`src/rtl/ifetch_unit_if.sv`:
```
// ============================================================================
// Module      : ifetch_unit_if
// Description : Instruction-side request/response bus between the fetch unit
//               (master) and the instruction memory interconnect (slave).
//               Requests use inst_req/inst_addr/inst_addr_ok; responses come
//               back in order on inst_data_ok/inst_rdata.
// Revision    : 1.0 - initial release
// ============================================================================
`default_nettype none

interface ifetch_unit_if;
  logic        inst_req;
  logic [31:0] inst_addr;
  logic        inst_addr_ok;
  logic        inst_data_ok;
  logic [31:0] inst_rdata;

  modport master (
    output inst_req,
    output inst_addr,
    input  inst_addr_ok,
    input  inst_data_ok,
    input  inst_rdata
  );

  modport slave (
    input  inst_req,
    input  inst_addr,
    output inst_addr_ok,
    output inst_data_ok,
    output inst_rdata
  );
endinterface

`default_nettype wire

```
`src/rtl/ifetch_unit.sv`:
```
// ============================================================================
// Module      : ifetch_unit
// Description : Instruction fetch stage. Holds the fetch PC, issues at most one
//               outstanding instruction request, buffers a returned word while
//               decode is stalled, drops responses made stale by a redirect,
//               and registers the fetch-to-decode bundle.
// Revision    : 1.0 - initial release
// ============================================================================
`default_nettype none

module ifetch_unit (
  input  wire logic        clk,
  input  wire logic        rst,

  // instruction memory bus
  ifetch_unit_if.master    bus,

  // control from decode / hazard unit
  input  wire logic [31:0] f_nextpc,
  input  wire logic        f_indelayslot,
  input  wire logic        flush,
  input  wire logic        stall_d,

  // current fetch PC
  output logic      [31:0] f_nowpc,
  output logic      [31:0] f_pcplus4,

  // registered fetch-to-decode bundle
  output logic      [31:0] ftod_pc,
  output logic      [31:0] ftod_pcplus4,
  output logic      [31:0] ftod_instr,
  output logic             ftod_in_delay_slot,
  output logic             ftod_addr_err_if,
  output logic             ftod_is_instr,
  output logic             ftod_valid,

  output logic             f_busy
);

  localparam logic [31:0] c_RESET_PC = 32'hBFC0_0000;

  // REQ     : ready to issue a request for pc (or deliver a misaligned fault)
  // WAIT    : request accepted, waiting for its data
  // HOLD    : data arrived while decode was stalled, word kept in r_buf
  // DISCARD : a redirect made the outstanding response stale; swallow it
  localparam logic [1:0] c_ST_REQ     = 2'd0;
  localparam logic [1:0] c_ST_WAIT    = 2'd1;
  localparam logic [1:0] c_ST_HOLD    = 2'd2;
  localparam logic [1:0] c_ST_DISCARD = 2'd3;

  logic [1:0]  r_state;
  logic [1:0]  w_state_nxt;
  logic [31:0] r_pc;
  logic [31:0] r_buf;

  logic        w_misaligned;
  logic        w_inst_req;
  logic        w_avail;
  logic [31:0] w_instr;
  logic        w_fire;
  logic        w_buf_load;
  logic [31:0] w_pcplus4;

  assign w_misaligned = (r_pc[1:0] != 2'b00);
  assign w_pcplus4    = r_pc + 32'd4;

  // An instruction is consumed only when decode can take it and no redirect
  // is pending in the same cycle.
  assign w_fire     = w_avail & ~stall_d & ~flush;
  // Data that arrives while decode is stalled is parked so the bus is free.
  assign w_buf_load = (r_state == c_ST_WAIT) & bus.inst_data_ok & stall_d & ~flush;

  assign bus.inst_req  = w_inst_req;
  assign bus.inst_addr = r_pc;

  assign f_nowpc   = r_pc;
  assign f_pcplus4 = w_pcplus4;
  assign f_busy    = ~w_avail;

  // FSM state register
  always_ff @(posedge clk or posedge rst) begin
    if (rst) begin
      r_state <= c_ST_REQ;
    end else begin
      r_state <= w_state_nxt;
    end
  end

  // FSM next-state logic; a redirect always wins over stall and fire
  always_comb begin
    w_state_nxt = r_state;
    case (r_state)
      c_ST_REQ: begin
        if (flush) begin
          // a request accepted in the redirect cycle is now stale
          w_state_nxt = (w_inst_req & bus.inst_addr_ok) ? c_ST_DISCARD : c_ST_REQ;
        end else if (w_inst_req & bus.inst_addr_ok) begin
          w_state_nxt = c_ST_WAIT;
        end
      end
      c_ST_WAIT: begin
        if (flush) begin
          w_state_nxt = bus.inst_data_ok ? c_ST_REQ : c_ST_DISCARD;
        end else if (bus.inst_data_ok) begin
          w_state_nxt = stall_d ? c_ST_HOLD : c_ST_REQ;
        end
      end
      c_ST_HOLD: begin
        if (flush | w_fire) begin
          w_state_nxt = c_ST_REQ;
        end
      end
      c_ST_DISCARD: begin
        if (bus.inst_data_ok) begin
          w_state_nxt = c_ST_REQ;
        end
      end
      default: begin
        w_state_nxt = c_ST_REQ;
      end
    endcase
  end

  // FSM outputs: request strobe, availability and the instruction word source
  always_comb begin
    w_inst_req = 1'b0;
    w_avail    = 1'b0;
    w_instr    = 32'h0;
    case (r_state)
      c_ST_REQ: begin
        // a misaligned pc never reaches memory; it becomes a fault at once
        w_inst_req = ~w_misaligned;
        w_avail    = w_misaligned;
        w_instr    = 32'h0;
      end
      c_ST_WAIT: begin
        w_avail = bus.inst_data_ok;
        w_instr = bus.inst_rdata;
      end
      c_ST_HOLD: begin
        w_avail = 1'b1;
        w_instr = r_buf;
      end
      default: begin
        w_inst_req = 1'b0;
      end
    endcase
  end

  // Fetch PC: advances on delivery, jumps on redirect
  always_ff @(posedge clk or posedge rst) begin
    if (rst) begin
      r_pc <= c_RESET_PC;
    end else if (flush | w_fire) begin
      r_pc <= f_nextpc;
    end
  end

  // Holding buffer for a word returned while decode was stalled
  always_ff @(posedge clk or posedge rst) begin
    if (rst) begin
      r_buf <= 32'h0;
    end else if (w_buf_load) begin
      r_buf <= bus.inst_rdata;
    end
  end

  // Fetch-to-decode bundle: load on fire, hold on stall, bubble otherwise
  always_ff @(posedge clk or posedge rst) begin
    if (rst) begin
      ftod_pc            <= 32'h0;
      ftod_pcplus4       <= 32'h0;
      ftod_instr         <= 32'h0;
      ftod_in_delay_slot <= 1'b0;
      ftod_addr_err_if   <= 1'b0;
      ftod_is_instr      <= 1'b0;
      ftod_valid         <= 1'b0;
    end else if (flush) begin
      ftod_is_instr <= 1'b0;
      ftod_valid    <= 1'b0;
    end else if (w_fire) begin
      ftod_pc            <= r_pc;
      ftod_pcplus4       <= w_pcplus4;
      ftod_instr         <= w_instr;
      ftod_in_delay_slot <= f_indelayslot;
      ftod_addr_err_if   <= w_misaligned;
      ftod_is_instr      <= 1'b1;
      ftod_valid         <= 1'b1;
    end else if (~stall_d) begin
      ftod_is_instr <= 1'b0;
      ftod_valid    <= 1'b0;
    end
  end

endmodule

`default_nettype wire

```
`src/flat_wrapper.sv`:
```
// flat-port wrapper written by rule: the top's interface ports become plain ports
module ifetch_unit_flat 
  (clk, rst, f_nextpc, f_indelayslot, flush, stall_d, f_nowpc, f_pcplus4, ftod_pc, ftod_pcplus4, ftod_instr, ftod_in_delay_slot, ftod_addr_err_if, ftod_is_instr, ftod_valid, f_busy, bus_inst_req, bus_inst_addr, bus_inst_addr_ok, bus_inst_data_ok, bus_inst_rdata);
  ifetch_unit_if bus_i ();
  input  wire logic clk;
  input  wire logic rst;
  input  wire logic [31:0] f_nextpc;
  input  wire logic f_indelayslot;
  input  wire logic flush;
  input  wire logic stall_d;
  output logic      [31:0] f_nowpc;
  output logic      [31:0] f_pcplus4;
  output logic      [31:0] ftod_pc;
  output logic      [31:0] ftod_pcplus4;
  output logic      [31:0] ftod_instr;
  output logic ftod_in_delay_slot;
  output logic ftod_addr_err_if;
  output logic ftod_is_instr;
  output logic ftod_valid;
  output logic f_busy;
  output wire logic [$bits(bus_i.inst_req)-1:0] bus_inst_req;
  output wire logic [$bits(bus_i.inst_addr)-1:0] bus_inst_addr;
  input wire logic [$bits(bus_i.inst_addr_ok)-1:0] bus_inst_addr_ok;
  input wire logic [$bits(bus_i.inst_data_ok)-1:0] bus_inst_data_ok;
  input wire logic [$bits(bus_i.inst_rdata)-1:0] bus_inst_rdata;
  assign bus_inst_req = bus_i.inst_req;
  assign bus_inst_addr = bus_i.inst_addr;
  assign bus_i.inst_addr_ok = bus_inst_addr_ok;
  assign bus_i.inst_data_ok = bus_inst_data_ok;
  assign bus_i.inst_rdata = bus_inst_rdata;
  ifetch_unit u_core (.clk(clk), .rst(rst), .bus(bus_i), .f_nextpc(f_nextpc), .f_indelayslot(f_indelayslot), .flush(flush), .stall_d(stall_d), .f_nowpc(f_nowpc), .f_pcplus4(f_pcplus4), .ftod_pc(ftod_pc), .ftod_pcplus4(ftod_pcplus4), .ftod_instr(ftod_instr), .ftod_in_delay_slot(ftod_in_delay_slot), .ftod_addr_err_if(ftod_addr_err_if), .ftod_is_instr(ftod_is_instr), .ftod_valid(ftod_valid), .f_busy(f_busy));
endmodule
```
`config.mk`:
```
export PLATFORM = sky130hd
export DESIGN_NAME = ifetch_unit_flat
export DESIGN_NICKNAME = d
export VERILOG_FILES = /design/src/rtl/ifetch_unit_if.sv /design/src/rtl/ifetch_unit.sv /design/src/flat_wrapper.sv
export SDC_FILE = /design/constraint.sdc
export NUM_CORES = 1
export LEC_CHECK = 0
export BUFFER_PORTS_ARGS = -buffer_cell sky130_fd_sc_hd__buf_2
export CAP_MARGIN = 20
export CORE_UTILIZATION = 54
export DETAILED_ROUTE_END_ITERATION = 16
export GPL_ROUTABILITY_DRIVEN = 0
export PLACE_DENSITY = 0.86
export SLEW_MARGIN = 40
export SYNTH_ARGS = -nofsm -noshare
export SYNTH_HDL_FRONTEND = slang
export SYNTH_SLANG_ARGS = --single-unit
```
`constraint.sdc`:
```
create_clock -name clk -period 9.4 [get_ports clk]
set_input_delay 0.94 -clock clk [delete_from_list [all_inputs] [get_ports clk]]
set_output_delay 0.94 -clock clk [all_outputs]
set_load 0.05 [all_outputs]
```
==> summary.md <==
| Metric | Value |
|---|---|
| Final period util | `0.428` |
| Largest net degree at the start of global routing | `97` |
| Core Rows | `43` |
| Critical Path Fanout Max | `11` |
| Bufs on Longest Clock Path | `2` |
| # fillers | `1040` |
| Syn Inst Count | `742` |
| RSZ-0062 raised after global routing | `no` |
| Layout area overhead | `23.6%` |
| CTS root buffer | `clkbuf_16` |
| Total power | `3.92 mW` |
| Max rail drop VDD | `0.307 mV` |
| Final hold violations | `0` |
| Actual slew at the worst max-slew pin | `0.702 ns` |
| Wire length per cell | `16.9 um` |
| Placed inst area | `8850 sq um` |
| Distinct cell type count after synthesis | `48` |
| Area taken by multi-input logic gates | `3050 sq um` |
| ANT nets after route | `0` |
| Required @ worst endpoint | `8.46 ns` |
| Post-synth EDFFs | `0` |
| Die height | `121 um` |
| Async set or reset register ratio after synthesis | `1.00` |
| Port bufs | `268` |
| Clk sinks | `163` |
| Crit path max-delay family | `simple AND/OR/NAND/NOR gates` |
| Average cell area after synthesis | `10.3 sq um` |
| Clock network power share | `0.167` |
| CTS tree | `yes` |
| Top-area cell type share of the netlist area | `0.505` |
| Die Width | `121 um` |
| Leak | `4.83 nW` |
| Worst min path class | `reg2reg` |
| Nets | `1032` |
| Vias per Instance | `5.52` |
| Combinational Power Share | `0.530` |
| Most frequently used flop master after synthesis | `dfrtp_1` |
| TritonCTS buffer count | `17` |
| Final non-filler cell total | `1149` |
| Max-slew headroom | `0.532` |
| Achievable Freq | `248 MHz` |
| Worst-Skew Late Latency | `0.42 ns` |
| CP max stage delay | `0.76 ns` |
| # DRC | `0` |
| WHS | `0.465 ns` |
| GRT Total Usage | `0.278` |
| Setup Viol. Count Final | `0` |
| First-pass GRT wire length | `30.9 mm` |
| Core box area | `13800 sq um` |
| Pre-Repair DR Iteration Count | `6` |
| 1st-iter DRT viols | `502` |
| Area of the die | `14600 sq um` |
| Post-placement worst setup slack | `5.88 ns` |
| DP Wirelength | `13.3 mm` |
| Antenna violations before repair | `1` |
| Reg power frac | `0.303` |
| Postcts setup bufs | `0` |
| Final WL | `19.5 mm` |
| Register bit total from synthesis | `163` |
| Post_cts resized | `0` |
| H-tree depth | `4` |
| Crit path time final | `4.03 ns` |
| Critical path buffers and inverters | `1` |
| Routed vias | `6344` |
| Total negative slack | `0 ns` |
| GRT overflow | `0` |
| Critical Path AT | `3.09 ns` |
| Clock transition at the registers of the reported paths | `0.06 ns` |
| Post-route setup slack | `5.37 ns` |
| Sequential share of the synthesized area | `0.536` |
| Reg area | `4090 sq um` |
| Crit path cell chain | `nand4_1 > or4_1 > or4_4 > nand2_1 > buf_2` |
| Fin area | `9440 sq um` |
| Switching portion of total power | `0.522` |
| Area leader, netlist | `dfrtp_1` |
| Startpoint types | `flop` |
| Post-layout util | `0.682` |
| Clock Skew | `0.0111 ns` |
| Switching power | `2.05 mW` |
| Initial Util | `0.552` |
| Yosys warning total | `0` |
| Syn nets | `819` |
| Placed cells | `1116` |
| CTS Hold Buffers Added | `0` |
| Crit end category | `output pin` |
| Fin. max-slew vios | `0` |
| Number of global-route vias before repair | `6021` |
| Fraction of layout cells with a size suffix above 1 | `0.424` |
| Pwr/cell area | `416 nW/um^2` |
| Power Internal | `1.87 mW` |
| Outcome | `finished, final reports clean` |
| CP max stage cell | `or4_1` |
| Mapped Area | `7630 sq um` |
| Maximum Capacitance Violations | `0` |
| Crit Path Category | `reg2out` |
| IO Pins | `269` |
| Top post-synthesis cells by area | `dfrtp_1, mux2_2, nand2_1, a22o_1, buf_4` |
[cell usage after synthesis, types with 2 or more instances]
| cell | count |
|---|---|
| xor2_1 | 4 |
| a21oi_1 | 4 |
| or4_4 | 4 |
| a31o_2 | 3 |
| or4b_4 | 2 |
| nor3_1 | 4 |
| dfstp_2 | 9 |
| or3_1 | 7 |
| clkbuf_2 | 2 |
| buf_2 | 7 |
| a211o_1 | 2 |
| inv_1 | 14 |
| nor4_1 | 3 |
| buf_1 | 5 |
| a21o_1 | 2 |
| a22o_1 | 32 |
| a31oi_1 | 16 |
| clkbuf_1 | 32 |
| o31ai_1 | 2 |
| buf_4 | 37 |
| xnor2_1 | 10 |
| dfrtp_1 | 154 |
| nor2_1 | 21 |
| nand2_1 | 189 |
| nand3_1 | 45 |
| and4_1 | 2 |
| ha_1 | 6 |
| o41ai_1 | 2 |
| mux2_2 | 74 |
| nand4_1 | 13 |
| o21ai_0 | 18 |
[worst paths after layout]
path / from / endpoint / slack [ns] / cells past startpoint
worst max-delay path: u_core.bus.inst_addr[4] / f_pcplus4[31] / 5.37 / 5
worst min-delay path: u_core.ftod_instr[21] / u_core.ftod_instr[21] / 0.46 / 2
worst max register to register: u_core.r_state[0] / u_core.ftod_pcplus4[23] / 6.52 / 8
worst min register to register: u_core.ftod_instr[21] / u_core.ftod_instr[21] / 0.46 / 2
max in group asynchronous: rst / u_core.bus.inst_addr[7] / 7.70 / 3
min in group asynchronous: rst / u_core.ftod_addr_err_if / 0.62 / 2
[logic make-up after synthesis]
logic type | after synthesis | share of synthesized area
simple gates | 300 | 0.178
flops | 163 | 0.536
buf+inv | 98 | 0.0688
compound gates | 87 | 0.0828
mux | 74 | 0.109
xor+xnor | 14 | 0.0161
fa+ha+maj | 6 | 0.00983
[state kept, by name, summed over array words and instances (netlist names)]
register                   count
u_core.bus.inst_addr          32
u_core.ftod_instr             32
u_core.ftod_pcplus4           32
u_core.r_buf                  32
u_core.ftod_pc                30
u_core.r_state                 2
u_core.ftod_addr_err_if        1
u_core.ftod_in_delay_slot      1
u_core.ftod_is_instr           1
[tightest hold or removal path, cell delays in order, from the launching register on]
cell and delay (ns):
dfrtp_1 0.34, nand2_1 0.05, nand2_1 0.05
[final cells by class]
| cell class | instances | share of cell area |
|---|---|---|
| well taps | 180 | 0.0239 |
| inverters | 14 | 0.00637 |
| flip-flops and latches | 163 | 0.433 |
| diodes | 1 | 0.000265 |
| clock inverters | 11 | 0.0110 |
| repair buffers | 278 | 0.153 |
| multi-input cells | 481 | 0.323 |
| clock buffers | 21 | 0.0488 |
[layer usage]
metal,vias up,GRT usage,wire length [um]
met5,-,0,0
met2,257,0.450,9680
met3,45,0.0648,1270
li1,2939,-,-
met4,0,0.124,522
met1,3103,0.355,7990
[power by group through the flow]
stage          combinational [mW]  clock, mW  sequential, mW
2_1_floorplan                1.01          0            1.82
3_3_place_gp                 2.03          0            1.18
3_5_place_dp                 2.08          0            1.19
4_1_cts                      2.09      0.667            1.19
5_1_grt                      2.20      0.700            1.22
6_report                     2.08      0.655            1.19
[cell usage in the layout (no fill, tap or decap), types with 2 or more instances in the layout]
master	count
clkinvlp_4	5
nor4_1	3
or4_4	4
a211o_1	2
o21ai_0	18
buf_4	6
clkbuf_8	2
o31ai_1	2
and4_1	2
a21oi_1	3
nand2_1	189
or3_1	7
xnor2_1	10
inv_1	13
a31oi_1	16
clkinv_4	2
clkbuf_1	2
buf_8	3
nand3_1	45
xor2_1	4
clkinv_2	2
dfstp_2	9
o41ai_1	2
or4b_4	2
nor3_1	4
buf_2	268
dfrtp_1	154
a22o_1	32
nor2_1	20
nand4_1	13
a31o_2	3
ha_1	5
clkbuf_16	17
mux2_2	74
No activity file was read; power rests on OpenSTA's default activity.
